**src/rtl/pll_ctrl.sv**
```systemverilog
// -----------------------------------------------------------------------------
// pll_ctrl -- PLL reset / lock supervisor
//
// Pulses the PLL reset, waits for lock, and requires a stable lock before it
// releases the reset of the logic clocked by the PLL. A lock timeout retries
// the PLL reset up to MAX_RETRY times before the block parks in FAIL. FAIL is
// left only by a retry_req pulse. Loss of lock while running restarts the
// sequence and is counted in a saturating counter.
//
// Ports:
//   sys_clk    in   system clock, all logic on its rising edge
//   sys_rst    in   synchronous active-high reset
//   locked     in   PLL lock indicator (asynchronous to sys_clk)
//   retry_req  in   single-cycle pulse, honoured only in FAIL
//   pll_areset out  reset to the PLL instance (active-high)
//   rst_out    out  reset for PLL-clocked logic (active-high)
//   lock_fail  out  high while in FAIL
//   state      out  current state code (0..4)
//   retry_cnt  out  retries used in the current attempt
//   lol_cnt    out  loss-of-lock events seen in RUN, saturating at 255
// -----------------------------------------------------------------------------
module pll_ctrl #(
  parameter int unsigned RST_HOLD_CYC = 10,
  parameter int unsigned LOCK_TIMEOUT = 50000,
  parameter int unsigned LOCK_STABLE  = 16,
  parameter int unsigned MAX_RETRY    = 3
) (
  input  logic       sys_clk,
  input  logic       sys_rst,
  input  logic       locked,
  input  logic       retry_req,
  output logic       pll_areset,
  output logic       rst_out,
  output logic       lock_fail,
  output logic [2:0] state,
  output logic [1:0] retry_cnt,
  output logic [7:0] lol_cnt
);

  // Counter only ever reaches (largest count parameter - 1).
  localparam int unsigned CNT_MAX_AB = (RST_HOLD_CYC > LOCK_TIMEOUT) ? RST_HOLD_CYC : LOCK_TIMEOUT;
  localparam int unsigned CNT_MAX    = (CNT_MAX_AB > LOCK_STABLE) ? CNT_MAX_AB : LOCK_STABLE;
  localparam int          CW         = (CNT_MAX > 1) ? $clog2(CNT_MAX) : 1;

  localparam logic [CW-1:0] HOLD_LAST    = CW'(RST_HOLD_CYC - 1);
  localparam logic [CW-1:0] TIMEOUT_LAST = CW'(LOCK_TIMEOUT - 1);
  localparam logic [CW-1:0] STABLE_LAST  = CW'(LOCK_STABLE - 1);
  localparam logic [1:0]    RETRY_LIMIT  = 2'(MAX_RETRY);

  typedef enum logic [2:0] {
    S_RESET_PLL = 3'd0,
    S_WAIT_LOCK = 3'd1,
    S_STABILIZE = 3'd2,
    S_RUN       = 3'd3,
    S_FAIL      = 3'd4
  } state_e;

  state_e          state_q, state_d;
  logic [CW-1:0]   cnt_q, cnt_d;
  logic [1:0]      retry_q, retry_d;
  logic [7:0]      lol_q, lol_d;
  logic            sync1_q, locked_s_q;
  logic            pll_areset_q, rst_out_q, lock_fail_q;

  // Next-state logic.
  // NOTE: every variable gets a default before the case so no path leaves it
  // unassigned; otherwise synthesis infers a latch to hold the old value.
  always_comb begin
    state_d = state_q;
    retry_d = retry_q;
    lol_d   = lol_q;
    case (state_q)
      S_RESET_PLL: begin
        if (cnt_q == HOLD_LAST) state_d = S_WAIT_LOCK;
      end
      S_WAIT_LOCK: begin
        if (locked_s_q) begin
          state_d = S_STABILIZE;
        end else if (cnt_q == TIMEOUT_LAST) begin
          if (retry_q == RETRY_LIMIT) begin
            state_d = S_FAIL;
          end else begin
            retry_d = retry_q + 2'd1;
            state_d = S_RESET_PLL;
          end
        end
      end
      S_STABILIZE: begin
        if (!locked_s_q) begin
          state_d = S_WAIT_LOCK;
        end else if (cnt_q == STABLE_LAST) begin
          state_d = S_RUN;
          retry_d = '0;
        end
      end
      S_RUN: begin
        if (!locked_s_q) begin
          state_d = S_RESET_PLL;
          if (lol_q != 8'hFF) lol_d = lol_q + 8'd1;
        end
      end
      S_FAIL: begin
        if (retry_req) begin
          state_d = S_RESET_PLL;
          retry_d = '0;
        end
      end
      default: state_d = S_RESET_PLL;  // unused codes 5..7 recover
    endcase

    // Counter restarts on every state change; RUN and FAIL do not time anything.
    if ((state_d != state_q) || (state_q == S_RUN) || (state_q == S_FAIL)) begin
      cnt_d = '0;
    end else begin
      cnt_d = cnt_q + CW'(1);
    end
  end

  // NOTE: sequential state uses non-blocking assignments so every flop samples
  // the pre-edge values, independent of statement order in the block.
  always_ff @(posedge sys_clk) begin
    if (sys_rst) begin
      state_q      <= S_RESET_PLL;
      cnt_q        <= '0;
      retry_q      <= '0;
      lol_q        <= '0;
      sync1_q      <= 1'b0;
      locked_s_q   <= 1'b0;
      pll_areset_q <= 1'b1;
      rst_out_q    <= 1'b1;
      lock_fail_q  <= 1'b0;
    end else begin
      // NOTE: two-flop synchronizer; only locked_s_q feeds decisions so a
      // metastable first stage never reaches the FSM.
      sync1_q      <= locked;
      locked_s_q   <= sync1_q;
      state_q      <= state_d;
      cnt_q        <= cnt_d;
      retry_q      <= retry_d;
      lol_q        <= lol_d;
      // Outputs decoded from the next state so they move on the same edge.
      pll_areset_q <= (state_d == S_RESET_PLL) || (state_d == S_FAIL);
      rst_out_q    <= (state_d != S_RUN);
      lock_fail_q  <= (state_d == S_FAIL);
    end
  end

  assign state      = state_q;
  assign retry_cnt  = retry_q;
  assign lol_cnt    = lol_q;
  assign pll_areset = pll_areset_q;
  assign rst_out    = rst_out_q;
  assign lock_fail  = lock_fail_q;

endmodule

```
**config.mk**
```make
export PLATFORM = sky130hd
export DESIGN_NAME = pll_ctrl
export DESIGN_NICKNAME = d
export VERILOG_FILES = /design/src/rtl/pll_ctrl.sv
export SDC_FILE = /design/constraint.sdc
export NUM_CORES = 1
export LEC_CHECK = 0
export ABC_CLOCK_PERIOD_IN_PS = 2300
export CAP_MARGIN = 30
export CORE_MARGIN = 3
export CORE_UTILIZATION = 49
export CTS_CLUSTER_SIZE = 28
export DETAILED_ROUTE_END_ITERATION = 12
export PLACE_DENSITY_LB_ADDON = 0.12
export SLEW_MARGIN = 20
export SYNTH_ARGS = -nofsm -noshare
export SYNTH_HDL_FRONTEND = slang
export SYNTH_SLANG_ARGS = --single-unit
```
**constraint.sdc**
```tcl
create_clock -name sys_clk -period 2.3 [get_ports sys_clk]
set_input_delay 0.575 -clock sys_clk [delete_from_list [all_inputs] [get_ports sys_clk]]
set_output_delay 0.575 -clock sys_clk [all_outputs]
set_load 0.01 [all_outputs]
```
Yosys cells after proc, flatten, opt, wreduce, memory -nomap -nowiden --
Index checks and enable logic that the tools add are counted.
Operators by class: reductions and logical operators 9, add/sub/neg operators 3, eq/ne operators 18, mux-type cells 16, bitwise logic cells 1
Operator list (count):
- == test 16 x 4 -> 1 bit, second input constant | 2
- 2-to-1 mux 3 bit | 8
- adder 16 x 1 -> 16 bit, second input constant | 1
- == test 16 bit, second input constant | 1
- case mux 3 bit (5 select lines) | 1
- 2-to-1 mux 2 bit | 6
- inequality test 2 bit, second input constant | 6
- adder 8 x 1 -> 8 bit, second input constant | 1
- inequality test 8 bit, second input constant | 1
- AND reduction 7 bit | 1
- == test 3 x 2 -> 1 bit, second input constant | 2
- == test 3 bit, second input constant | 2
- zero test 3 bit | 2
- case mux 2 bit (3 select lines) | 1
- == test 3 x 1 -> 1 bit, second input constant | 1
- logical OR 1 bit | 3
- inequality test 3 x 2 -> 1 bit, second input constant | 1
- inequality test 3 bit | 1
- AND reduction 3 bit | 1
- nonzero test 3 bit | 1
- adder 2 x 1 -> 2 bit, second input constant | 1
- == test 2 bit, second input constant | 1
- OR reduction 2 bit | 1
- inverter 1 bit | 1
Word-level totals: logic and storage cells 56, flip-flop bits (word level) 34, input port bits 4, output and inout port bits 16

Longest topological paths before layout --
Gate-level depths: netlist of run 1.
word-level depth 9, depth in mapped cells 7, depth with buffers taken out 7

Worst setup path after synthesis of run 1 --
Ideal clock, no wire load.
path type flip-flop to flip-flop, start register retry_q[0], in the netlist retry_cnt[0], end register retry_q[0], in the netlist retry_cnt[0], arrival time 2.050 ns, required time 2.179 ns, path buffers 0, cell stages (with the launch flop) 7, clock period less this slack 2.171 ns, library setup time 0.121 ns, path slack 0.129 ns, cell sequence dfxtp_1 > ha_1 > or4b_2 > a21oi_1 > a31oi_1 > or3_4 > mux2_4
On the way: cells in the longest elaborated chain, start to end 5, elaborated cells between the ends (all ways) 8
RTL lines:
- start: declaration | line 60 | logic [1:0] retry_q, retry_d;
- start signal: assignment | line 139 | retry_q <= retry_d;
- adder 2 x 1 -> 2 bit | line 83 | retry_d = retry_q + 2'd1;
- 2-to-1 mux 2 bit | line 80 | if (retry_q == RETRY_LIMIT) begin
- 2-to-1 mux 2 bit | line 79 | end else if (cnt_q == TIMEOUT_LAST) begin
- 2-to-1 mux 2 bit | line 77 | if (locked_s_q) begin
- case mux 2 bit (3 select lines) | line 72 | case (state_q)
Several ways; a longest one is shown, not always the timed one. The select of a mux whose other input is x is not followed. A chain may end at the register's enable or synchronous reset.

Worst setup path in the final report of run 1 --
Same ends and word-level chain as after synthesis.

==> results of run 1 <==
-- layout make-up --
class / count / area share [%]
Timing Repair Buffer: 24 / 11.7
Multi-Input combinational cell: 139 / 46.3
Inverter: 5 / 0.965
Clock buffer: 7 / 2.83
Clock inverter: 1 / 0.257
Tap cell: 44 / 2.83
Sequential cell: 34 / 35.1
-- cell usage in the layout (no fill, tap or decap), drive strengths merged --
| cell type | Yosys | layout |
|---|---|---|
| a21oi | 4 | 4 |
| nor2b | 4 | 4 |
| clkbuf | 7 | 7 |
| nand2 | 5 | 5 |
| xor2 | 8 | 8 |
| a31oi | 1 | 1 |
| nor3 | 6 | 6 |
| clkinv | 0 | 1 |
| or4 | 2 | 2 |
| ha | 4 | 4 |
| and3 | 5 | 5 |
| o21ba | 1 | 1 |
| nand4 | 5 | 5 |
| or4b | 1 | 1 |
| a211oi | 2 | 2 |
| a31o | 1 | 1 |
| mux2 | 1 | 1 |
| dfxtp | 34 | 34 |
| or2 | 1 | 1 |
| o22ai | 1 | 1 |
| nor4 | 2 | 2 |
| or3 | 3 | 3 |
| nand2b | 6 | 6 |
| nand3 | 16 | 16 |
| buf | 0 | 5 |
| o21bai | 3 | 3 |
| a32oi | 1 | 1 |
| nor4b | 2 | 2 |
| o21ai | 4 | 4 |
| inv | 5 | 5 |
| mux2i | 2 | 2 |
| clkdlybuf4s50 | 0 | 19 |
| xnor2 | 12 | 12 |
| a311oi | 2 | 2 |
| nor4bb | 1 | 1 |
| nor2 | 33 | 33 |
-- worst max path at each step --
stage,cells past startpoint,endpoint,startpoint,slack (ps)
finish,6,retry_cnt[0],retry_cnt[0],60
CTS,6,retry_cnt[0],retry_cnt[0],40
global placement,6,retry_cnt[0],retry_cnt[0],120
floorplan,6,retry_cnt[0],retry_cnt[0],130
detailed placement,6,retry_cnt[0],retry_cnt[0],60
global route,6,cnt_q[9],cnt_q[11],-2
-- per-layer routing --
metal,vias to the layer above,global-route usage [%],wire [um]
met5,-,0,0
met2,25,28.2,1560
met4,0,6.74,53
met1,691,21.4,1600
met3,6,6.24,148
li1,690,-,-
-- logic make-up after synthesis --
family,count (synthesis)
simple gates,92
buf+inv,12
flops,34
compound gates,20
xor+xnor,20
fa+ha+maj,4
mux,3
-- report_power, final --
group / internal [mW] / total [mW] / leakage (nW) / switching, mW
Combinational: 0.0174 / 0.0380 / 0.396 / 0.0206
Sequential: 0.595 / 0.602 / 0.275 / 0.00695
Clock: 0.148 / 0.348 / 0.0353 / 0.200
Total: 0.760 / 0.987 / 0.707 / 0.228
-- flip-flops by register name, summed over array words and instances (netlist names) --
register,count
cnt_q,16
pll_areset,1
lock_fail,1
lol_cnt,8
locked_s_q,1
state,3
rst_out,1
sync1_q,1
retry_cnt,2
-- stage by stage --
stage	setup TNS (ps)	cells	cell area, sq um	setup WS (ps)	total power [mW]
finish	0	254	1940	60.9	0.987
global route	-1.88	254	1940	-1.88	1.03
CTS	0	254	1940	44.0	0.996
detailed placement	0	246	1880	57.0	0.654
global placement	0	246	1880	123	0.651
floorplan	0	185	1620	129	0.638
-- what timing repair did --
| action | 4_1_cts | 5_1_grt |
|---|---|---|
| setup endpoints to repair | 0 | 1 |
| resized for setup | 0 | 2 |
| hold endpoints to repair | 0 | 0 |
==> impl_metrics.env, run 1 <==
export IMPL_post_cts_setup_buffers=0
export IMPL_gr_total_overflow=0
export IMPL_n_fill_cell=305
export IMPL_min_path_cells=1
export IMPL_slew_violations=0
export IMPL_cts_path_max_buffers=2
export IMPL_ant_nets=0
export IMPL_routed_wirelength_mm=3.36
export IMPL_worst_path_max_fanout=4
export IMPL_hold_path_end="locked_s_q"
export IMPL_setup_violations=0
export IMPL_clock_latency_ps=340
export IMPL_critPathKind="reg2reg"
export IMPL_drt_pass1_iterations=5
export IMPL_yosysWarnings=0
export IMPL_holdWs_ps=461
export IMPL_cp_required_ps=2530
export IMPL_crit_path_max_incr_delay_ps=630
export IMPL_synthAdderAreaFrac_pct=3.08
export IMPL_grtUsageTotal_pct=17.6
export IMPL_synth_top_family_by_area="simple AND/OR/NAND/NOR gates"
export IMPL_path_cells="ha_1, or4b_2, a21oi_2, a31oi_1, or3_4, mux2_4"
export IMPL_grt_pass1_vias=1322
export IMPL_cp_arrival_ps=2470
export IMPL_cap_violations=0
export IMPL_synth_async_reset_ratio_pct=0
export IMPL_fin_crit_sh_pct=97.4
export IMPL_gp_congestion=0.862
export IMPL_clkTransAtPathRegs_ps=90
export IMPL_cp_slowest_cell="or4b_2"
export IMPL_grt_pass1_wl_mm=5.68
export IMPL_antennaDiodeCount=0
export IMPL_cp_start_kind="flop"
export IMPL_hold_class="reg2reg"
export IMPL_die_w_um=63.6
export IMPL_multi_input_area_sq_um=901
export IMPL_dr_first_iter_drc_count=68
export IMPL_synth_top_area_cell="dfxtp_1"
export IMPL_netlist_instances=185
export IMPL_clock_sinks=34
export IMPL_cts_tree="built"
export IMPL_dpl_hpwl_mm=2.35
export IMPL_synth_top_cell_area_share_pct=41.9
export IMPL_nets=217
export IMPL_worst_r2r_endpoint="retry_cnt[0]"
export IMPL_dieHeight_um=63.6
export IMPL_drc=0
export IMPL_synth_compound_area_share_pct=8.56
export IMPL_numCtsBuffers=5
export IMPL_synthXorXnorAreaFrac_pct=10.8
export IMPL_peakVddDrop_mv=0.280
export IMPL_hold_viol=0
export IMPL_drive_above_1_share_pct=11.4
export IMPL_ys_ff_latch=34
export IMPL_die_area_sq_um=4040
export IMPL_tightest_slew_ps=611
export IMPL_rrSetupSlack_ps=60
export IMPL_drt_vias_per_instance=5.56
export IMPL_io_buffers=19
export IMPL_holdCritStartpoint="sync1_q"
export IMPL_fmax_mhz=447
export IMPL_reg2reg_from="retry_cnt[0]"
export IMPL_synthFlopType="dfxtp_1"
export IMPL_vias=1412
export IMPL_ctsHtreeMaxLevel=2
export IMPL_synth_edff_count=0
export IMPL_core_area_sq_um=3100
export IMPL_cp_buffers_inverters=0
export IMPL_ys_top_cells_by_area="dfxtp_1 42%, nor2_1 7.6%, xnor2_1 6.5%"
export IMPL_ctsHoldBuffers=0
export IMPL_reg2regPathDepth=6
export IMPL_yosysSeqAreaShare_pct=41.9
export IMPL_crit_family="simple AND/OR/NAND/NOR gates"
export IMPL_status="finished clean"
export IMPL_clockRootBuffer="clkbuf_4"
export IMPL_synth_cell_types=38
export IMPL_syn_avg_cell_area_sq_um=8.77
export IMPL_io_pins=20
export IMPL_max_slew_margin_rel_pct=59.0
export IMPL_fin_crit_ps=2240
export IMPL_antenna_found_initial=0
export IMPL_netlist_top_cells_count="34 x dfxtp_1, 33 x nor2_1, 16 x nand3_1"
export IMPL_routedWlPerCell_um=13.2
export IMPL_end_kind="flop"
export IMPL_row_count=20
export IMPL_utilization_pct=62.7
export IMPL_synthMuxAreaShare_pct=2.16
export IMPL_synthSimpleGateAreaFrac_pct=30.7
export IMPL_start_util_pct=52.3
export IMPL_leakagePower_nw=0.707
export IMPL_fin_skew_ps=7.33
export IMPL_p_per_area_nw_per_um2=508
export IMPL_grt_max_degree=19
export IMPL_yosysMostFrequentCell="dfxtp_1"
export IMPL_seqCellArea_sq_um=682
export IMPL_synthesis_nets=193
export IMPL_area_growth_pct=19.8
export IMPL_netlist_area_sq_um=1620
Note: power is estimated with default switching activity, not from simulation.
==> inputs of run 2 (changes only) <==
--- a/config.mk
+++ b/config.mk
@@ -9,8 +9,9 @@
 export CAP_MARGIN = 30
 export CORE_MARGIN = 3
 export CORE_UTILIZATION = 49
-export CTS_CLUSTER_SIZE = 28
+export CTS_CLUSTER_SIZE = 25
 export DETAILED_ROUTE_END_ITERATION = 12
+export GPL_ROUTABILITY_DRIVEN = 0
 export PLACE_DENSITY_LB_ADDON = 0.12
 export SLEW_MARGIN = 20
 export SYNTH_ARGS = -nofsm -noshare
==> results of run 2 <==
No change in the layout: final DEF, timing and power equal those of run 1.
